===== src/rtl/apb_cmd_master.sv =====
// -----------------------------------------------------------------------------
// apb_cmd_master
//
// Converts a simple valid/ready command stream into single APB transfers and
// returns one response per command. Exactly one transfer is in flight at a
// time: a command is only taken in IDLE, and the next one is not taken until
// the response has been handed off.
//
// Ports
//   PCLK, PRESETn        clock, asynchronous active-low reset
//   cmd_valid/cmd_ready  command handshake (cmd_ready high only in IDLE)
//   cmd_write            1 = write, 0 = read
//   cmd_addr, cmd_wdata  target address and write data
//   rsp_valid/rsp_ready  response handshake
//   rsp_rdata            read data (0 for writes and for timeouts)
//   rsp_err              PSLVERR from the slave, or access timeout
//   PSEL, PENABLE, PWRITE, PADDR, PWDATA   APB requester outputs
//   PRDATA, PREADY, PSLVERR                APB completer inputs
//
// Parameters
//   ADDR_WIDTH, DATA_WIDTH  APB bus widths
//   TIMEOUT                 ACCESS cycles without PREADY before the transfer
//                           is abandoned with an error; 0 waits forever
// -----------------------------------------------------------------------------
module apb_cmd_master #(
    parameter int ADDR_WIDTH = 32,
    parameter int DATA_WIDTH = 32,
    parameter int TIMEOUT    = 255
) (
    input  logic                  PCLK,
    input  logic                  PRESETn,

    input  logic                  cmd_valid,
    output logic                  cmd_ready,
    input  logic                  cmd_write,
    input  logic [ADDR_WIDTH-1:0] cmd_addr,
    input  logic [DATA_WIDTH-1:0] cmd_wdata,

    output logic                  rsp_valid,
    input  logic                  rsp_ready,
    output logic [DATA_WIDTH-1:0] rsp_rdata,
    output logic                  rsp_err,

    output logic                  PSEL,
    output logic                  PENABLE,
    output logic                  PWRITE,
    output logic [ADDR_WIDTH-1:0] PADDR,
    output logic [DATA_WIDTH-1:0] PWDATA,
    input  logic [DATA_WIDTH-1:0] PRDATA,
    input  logic                  PREADY,
    input  logic                  PSLVERR
);

    // Counter is wide enough to hold TIMEOUT itself (and is at least 1 bit
    // when the timeout is disabled).
    localparam int CNT_W = $clog2(TIMEOUT + 2);
    localparam logic [CNT_W-1:0] TIMEOUT_CNT = CNT_W'(TIMEOUT);

    typedef enum logic [1:0] {
        IDLE   = 2'd0,
        SETUP  = 2'd1,
        ACCESS = 2'd2,
        RESP   = 2'd3
    } state_t;

    state_t                  state_reg, state_next;
    logic                    cmd_write_reg, cmd_write_next;
    logic [ADDR_WIDTH-1:0]   cmd_addr_reg, cmd_addr_next;
    logic [DATA_WIDTH-1:0]   cmd_wdata_reg, cmd_wdata_next;
    logic [DATA_WIDTH-1:0]   rsp_rdata_reg, rsp_rdata_next;
    logic                    rsp_err_reg, rsp_err_next;
    logic [CNT_W-1:0]        timeout_cnt_reg, timeout_cnt_next;
    logic [CNT_W-1:0]        timeout_cnt_inc;

    assign timeout_cnt_inc = timeout_cnt_reg + CNT_W'(1);

    // -------------------------------------------------------------------------
    // State and datapath registers
    // -------------------------------------------------------------------------
    always_ff @(posedge PCLK or negedge PRESETn) begin
        if (!PRESETn) begin
            state_reg       <= IDLE;
            cmd_write_reg   <= 1'b0;
            cmd_addr_reg    <= '0;
            cmd_wdata_reg   <= '0;
            rsp_rdata_reg   <= '0;
            rsp_err_reg     <= 1'b0;
            timeout_cnt_reg <= '0;
        end else begin
            state_reg       <= state_next;
            cmd_write_reg   <= cmd_write_next;
            cmd_addr_reg    <= cmd_addr_next;
            cmd_wdata_reg   <= cmd_wdata_next;
            rsp_rdata_reg   <= rsp_rdata_next;
            rsp_err_reg     <= rsp_err_next;
            timeout_cnt_reg <= timeout_cnt_next;
        end
    end

    // -------------------------------------------------------------------------
    // Next-state logic
    // -------------------------------------------------------------------------
    always_comb begin
        state_next       = state_reg;
        cmd_write_next   = cmd_write_reg;
        cmd_addr_next    = cmd_addr_reg;
        cmd_wdata_next   = cmd_wdata_reg;
        rsp_rdata_next   = rsp_rdata_reg;
        rsp_err_next     = rsp_err_reg;
        timeout_cnt_next = timeout_cnt_reg;

        case (state_reg)
            IDLE: begin
                // cmd_ready is high throughout IDLE, so cmd_valid alone
                // completes the handshake.
                if (cmd_valid) begin
                    cmd_write_next = cmd_write;
                    cmd_addr_next  = cmd_addr;
                    cmd_wdata_next = cmd_wdata;
                    state_next     = SETUP;
                end
            end

            SETUP: begin
                timeout_cnt_next = '0;
                state_next       = ACCESS;
            end

            ACCESS: begin
                if (PREADY) begin
                    // PREADY takes priority over a timeout expiring on the
                    // same cycle, so a late but valid completion is kept.
                    rsp_rdata_next = cmd_write_reg ? '0 : PRDATA;
                    rsp_err_next   = PSLVERR;
                    state_next     = RESP;
                end else if (TIMEOUT != 0) begin
                    timeout_cnt_next = timeout_cnt_inc;
                    if (timeout_cnt_inc == TIMEOUT_CNT) begin
                        rsp_rdata_next = '0;
                        rsp_err_next   = 1'b1;
                        state_next     = RESP;
                    end
                end
            end

            RESP: begin
                if (rsp_ready) begin
                    state_next = IDLE;
                end
            end

            default: begin
                state_next = IDLE;
            end
        endcase
    end

    // -------------------------------------------------------------------------
    // Outputs: decoded from state so reset clears them immediately.
    // The bus fields are zeroed whenever PSEL is low to keep idle bus quiet.
    // -------------------------------------------------------------------------
    logic bus_active;
    assign bus_active = (state_reg == SETUP) || (state_reg == ACCESS);

    assign cmd_ready = (state_reg == IDLE);
    assign rsp_valid = (state_reg == RESP);
    assign rsp_rdata = rsp_rdata_reg;
    assign rsp_err   = rsp_err_reg;

    assign PSEL      = bus_active;
    assign PENABLE   = (state_reg == ACCESS);
    assign PWRITE    = bus_active ? cmd_write_reg : 1'b0;
    assign PADDR     = bus_active ? cmd_addr_reg  : '0;
    assign PWDATA    = bus_active ? cmd_wdata_reg : '0;

endmodule


===== config.mk =====
export PLATFORM = sky130hd
export DESIGN_NAME = apb_cmd_master
export DESIGN_NICKNAME = d
export VERILOG_FILES = /design/src/rtl/apb_cmd_master.sv
export SDC_FILE = /design/constraint.sdc
export NUM_CORES = 1
export LEC_CHECK = 0
export CAP_MARGIN = 15
export CORE_MARGIN = 2
export CORE_UTILIZATION = 30
export CTS_CLUSTER_DIAMETER = 120
export CTS_CLUSTER_SIZE = 12
export DETAILED_ROUTE_END_ITERATION = 8
export MAX_ROUTING_LAYER = met4
export SYNTH_ARGS = -nofsm -noshare
export SYNTH_HDL_FRONTEND = slang
export SYNTH_SLANG_ARGS = --single-unit

===== constraint.sdc =====
create_clock -name PCLK -period 5.8 [get_ports PCLK]
set_clock_uncertainty 0.05 [all_clocks]
set_input_delay 1.16 -clock PCLK [delete_from_list [all_inputs] [get_ports PCLK]]
set_output_delay 1.16 -clock PCLK [all_outputs]
set_load 0.02 [all_outputs]

# After elaboration in Yosys (flattened, before gate mapping)
# Cells that the tools add are included.
dict set report word_totals {
  input_bits 103
  regBits 109
  out_inout_bits 102
}
dict set report op_classes {
  reduce_logical 8
  mux 15
  n_addsub 1
  eq_ne 8
}
# operator count
set op_table {}
lappend op_table {{32-bit two-way mux} 5}
lappend op_table {{9-bit one-hot mux with 2 select lines} 1}
lappend op_table {{9-bit by 1-bit adder with 9-bit output, second input constant} 1}
lappend op_table {{9-bit by 8-bit equality test with 1-bit output, second input constant} 1}
lappend op_table {{9-bit two-way mux} 1}
lappend op_table {{2-bit two-way mux} 4}
lappend op_table {{2-bit one-hot mux with 4 select lines} 1}
lappend op_table {{2-bit AND reduction} 3}
lappend op_table {{2-bit equality test, second input constant} 2}
lappend op_table {{2-bit inequality test, second input constant} 2}
lappend op_table {{2-bit nonzero test} 2}
lappend op_table {{1-bit two-way mux} 3}
lappend op_table {{3-bit by 1-bit inequality test with 1-bit output, second input constant} 1}
lappend op_table {{3-bit AND reduction} 1}
lappend op_table {{2-bit by 1-bit equality test with 1-bit output, second input constant} 1}
lappend op_table {{2-bit logical NOT} 1}
lappend op_table {{2-bit by 1-bit inequality test with 1-bit output, second input constant} 1}
lappend op_table {{1-bit logical OR} 1}

# Depth between registers and ports, before layout
dict set report logic_depth {
  word_depth 5
  ltp_mapped 9
}

# Worst setup path after synthesis
# No wires, ideal clock.
dict set report synth_timing {
  path_kind {flip-flop to output port}
  startpoint {register state_reg[0]}
  endpoint {output PADDR[22]}
  setup_slack_ps 3045
  t_arrival_ps 1545
  stages_incl_launch_ff 6
  path_cell_list {dfrtp_1 inv_1 ha_1 clkbuf_1 clkbuf_1 and2_1}
}
dict set report synth_via {
  elab_chain_cells 3
  word_cells_on_any_way 4
  classes_between {eq/ne (2); mux (1); reduce/logical (1)}
}
# item line
set synth_lines {}
lappend synth_lines {{from (decl)} 66} ;# state_t state_reg, state_next;
lappend synth_lines {{from (signal assigned)} 90} ;# state_reg <= state_next;
lappend synth_lines {{2-bit by 1-bit equality test with 1-bit output / 2-bit equality test (equally long branches)} 163} ;# assign bus_active = (state_reg == SETUP) || (state_reg == ACCESS);
lappend synth_lines {{1-bit logical OR *} 163}
lappend synth_lines {{named net PSEL} 44} ;# output logic PSEL,
lappend synth_lines {{32-bit two-way mux *} 173} ;# assign PADDR = bus_active ? cmd_addr_reg : '0;
lappend synth_lines {{to (decl)} 47} ;# output logic [ADDR_WIDTH-1:0] PADDR,
# The timed path passes the listed nets; every way through them passes the cells marked *.

# Worst setup path after layout
dict set report layout_timing {
  startpoint {register state_reg[0]}
  endpoint {output PADDR[31]}
}
dict set report layout_via {
  elab_chain_cells 3
  word_cells_on_any_way 4
  classes_between {eq/ne (2); mux (1); reduce/logical (1)}
}
# item line
set layout_lines {}
lappend layout_lines {{2-bit by 1-bit equality test with 1-bit output / 2-bit equality test (equally long branches)} 163}
lappend layout_lines {{1-bit logical OR *} 163}
lappend layout_lines {{32-bit two-way mux *} 173}
# Every way passes the cells marked *; elsewhere a longest branch is shown, timed or not.

==> flow_summary.json <==
{
  "status": "completed",
  "place_area_mm2": 0.00699,
  "rsz0062_at_grt": "false",
  "synth_area_leaders": "dfrtp_1 (58%), mux2_2 (16%), and2_1 (8.6%), a22o_1 (5.9%), ha_1 (1.6%)",
  "drt-vias-per-instance": 4.52,
  "first_iter_violations": 117,
  "hp-class": "reg2reg",
  "final_nets": 672,
  "postCtsHoldBufs": 0,
  "r2r_end": "rsp_rdata[29]$_DFFE_PN0P_",
  "synth.yosys.warnings": 0,
  "cts.path.max_buffers": 2,
  "hold-path-cell-count": 1,
  "grt_pass1_wl_um": 19100,
  "antenna_found_initial": 0,
  "fillCellCount": 1423,
  "wire_per_inst_um": 15.5,
  "setup_viol": 0,
  "worstMarginPinSlew_ns": 0.885,
  "ant_nets": 0,
  "synth_commonest_cells": "dfrtp_1 (109), and2_1 (65), mux2_2 (65)",
  "num_vias": 3513,
  "r2r_slack_ns": 3.34,
  "first_global_vias": 3822,
  "synth.largest_area_cell": "dfrtp_1",
  "area_growth_pct": 54.0,
  "ys_async_sr_fraction": 1.00,
  "fmax_mhz": 275,
  "r2r-start": "timeout_cnt_reg[2]$_DFFE_PN0P_",
  "relSlewSlack": 0.408,
  "insertion_delay_ns": 0.34,
  "rows": 45,
  "routed_wl_um": 12100,
  "grt_max_degree": 68,
  "ys_types": 31,
  "drive_above_1_share": 0.160,
  "fin_area_mm2": 0.00727,
  "multi_input_area_mm2": 0.00188,
  "cap_violations": 0,
  "antennaDiodeCount": 0,
  "critical_path_class": "reg2out",
  "worstSetupStartpoint": "state_reg[0]$_DFFE_PN0P_",
  "clock-sinks": 109,
  "yosysSeqAreaShare": 0.578,
  "p_leak_uw": 0.00305,
  "cts_tree": "done",
  "final_max_slew_viol_count": 0,
  "crit_fanout": 67,
  "track_usage": 0.150,
  "hpwl_um": 8670,
  "die_y_um": 129,
  "hold_path_startpoint": "cmd_wdata_reg[29]$_DFFE_PN0P_",
  "cts_buffers": 9,
  "syn_inst": 366,
  "drc": 0,
  "holdPathEnd": "cmd_wdata_reg[29]$_DFFE_PN0P_",
  "ys_ff_latch": 109,
  "cts.repair.resized": 0,
  "syn_avg_cell_area_um2": 12.9,
  "synthesis.nets": 475,
  "post-place-ws_ns": 2.43,
  "clk_pin_slew_worst_paths_ns": 0.07,
  "io_pins": 205,
  "peakVddDrop_uv": 246,
  "cp.required_ns": 4.59,
  "root_buffer": "clkbuf_16",
  "worst_slack_ns": 2.16,
  "critical_path.endpoint_type": "output pin",
  "die_area_mm2": 0.0167,
  "dominantRegCellSynth": "dfrtp_1",
  "grt_remaining_overflow": 0,
  "numPortBuffers": 204,
  "first_pass_iters": 4,
  "worstRegToRegCells": 7,
  "power_density_mw_per_mm2": 616,
  "syn_area_mm2": 0.00472,
  "synth_edf_count": 0,
  "synth.top_cell.area_share": 0.578,
  "regArea_mm2": 0.00273,
  "initial_core_util": 0.309,
  "period_share": 0.627,
  "post_cts.repair.setup_buffers": 0,
  "gp_congestion": 0.738,
  "ctsHtreeMaxLevel": 3,
  "core_mm2": 0.0153,
  "period_minus_slack_ns": 3.64,
  "tns_ns": 0,
  "cp_data_arrival_time_ns": 2.43,
  "critPathLaunchType": "register",
  "synth_most_common_cell": "dfrtp_1",
  "final_hold_viol_count": 0,
  "dieWidth_um": 129
}
## layout make-up
class / instances / area share
Timing Repair Buffer: 209 / 0.288
Clock inverter: 4 / 0.00689
Sequential cell: 109 / 0.375
Multi-Input combinational cell: 227 / 0.258
Tap cell: 211 / 0.0363
Inverter: 7 / 0.00362
Clock buffer: 11 / 0.0320
## kinds of logic (layout without fill, tap and decap cells)
logic type,Yosys count,after routing,synth area share
adders and majority gates,6,6,0.0159
AOI/OAI and AO/OA,55,55,0.0944
buffers and inverters,30,231,0.0255
and+or+nand+nor,95,95,0.119
DFF,109,109,0.578
xor gates and xnor gates,4,4,0.00743
muxes,67,67,0.160
## worst max path at each step
stage / end / slack (ns) / cells after the start
2_1_floorplan: PADDR[22] / 3.05 / 5
3_3_place_gp: cmd_wdata_reg[23]$_DFFE_PN0P_ / 2.47 / 4
3_5_place_dp: cmd_addr_reg[31]$_DFFE_PN0P_ / 2.43 / 4
4_1_cts: PADDR[22] / 2.10 / 5
5_1_grt: PADDR[31] / 1.98 / 5
6_report: PADDR[31] / 2.16 / 5
## cells in the final DEF (no fill, tap or decap), types with 4 or more instances in the layout
master           netlist  final
ha_1                   6      6
buf_4                  1      4
a22o_1                32     32
and2_1                65     65
nand3_1                6      6
inv_1                  7      7
nand2_1                8      7
clkdlybuf4s50_1        0    203
mux2_2                65     65
dfrtp_1              109    109
clkbuf_16              0      9
nor2_1                 7      6
o21ai_0               10     10
## metrics by stage
stage	utilization	cells	hold slack (ns)	power [uW]
6_report	0.476	778	0.450	4480
3_5_place_dp	0.458	763	0.433	3920
4_1_cts	0.476	778	0.453	4550
2_1_floorplan	-	366	0.421	2700
3_3_place_gp	0.456	761	0.430	3880
5_1_grt	0.476	778	0.461	4770
## report_power, final
group / total (uW) / internal [uW] / switching [uW]
sequential: 1280 / 1110 / 170
clock: 604 / 332 / 271
combinational: 2590 / 1340 / 1250
## routing by layer
metal  global-route usage  vias to the layer above  part of all wire  wire length (um)
li1                     -                     1660                 -                 -
met4               0.0291                        0            0.0091               110
met2                0.253                      130              0.50              5980
met1                0.174                     1715              0.42              5040
met5                    -                        -                 0                 0
met3               0.0541                        8             0.077               929
## worst max-delay path, stage by stage, from the launching register on
cell	delay, ns
dfrtp_1	0.38
inv_1	0.09
ha_1	0.29
buf_4	0.43
and2_1	0.24
clkdlybuf4s50_1	0.61
(Power assumes the default switching activity.)
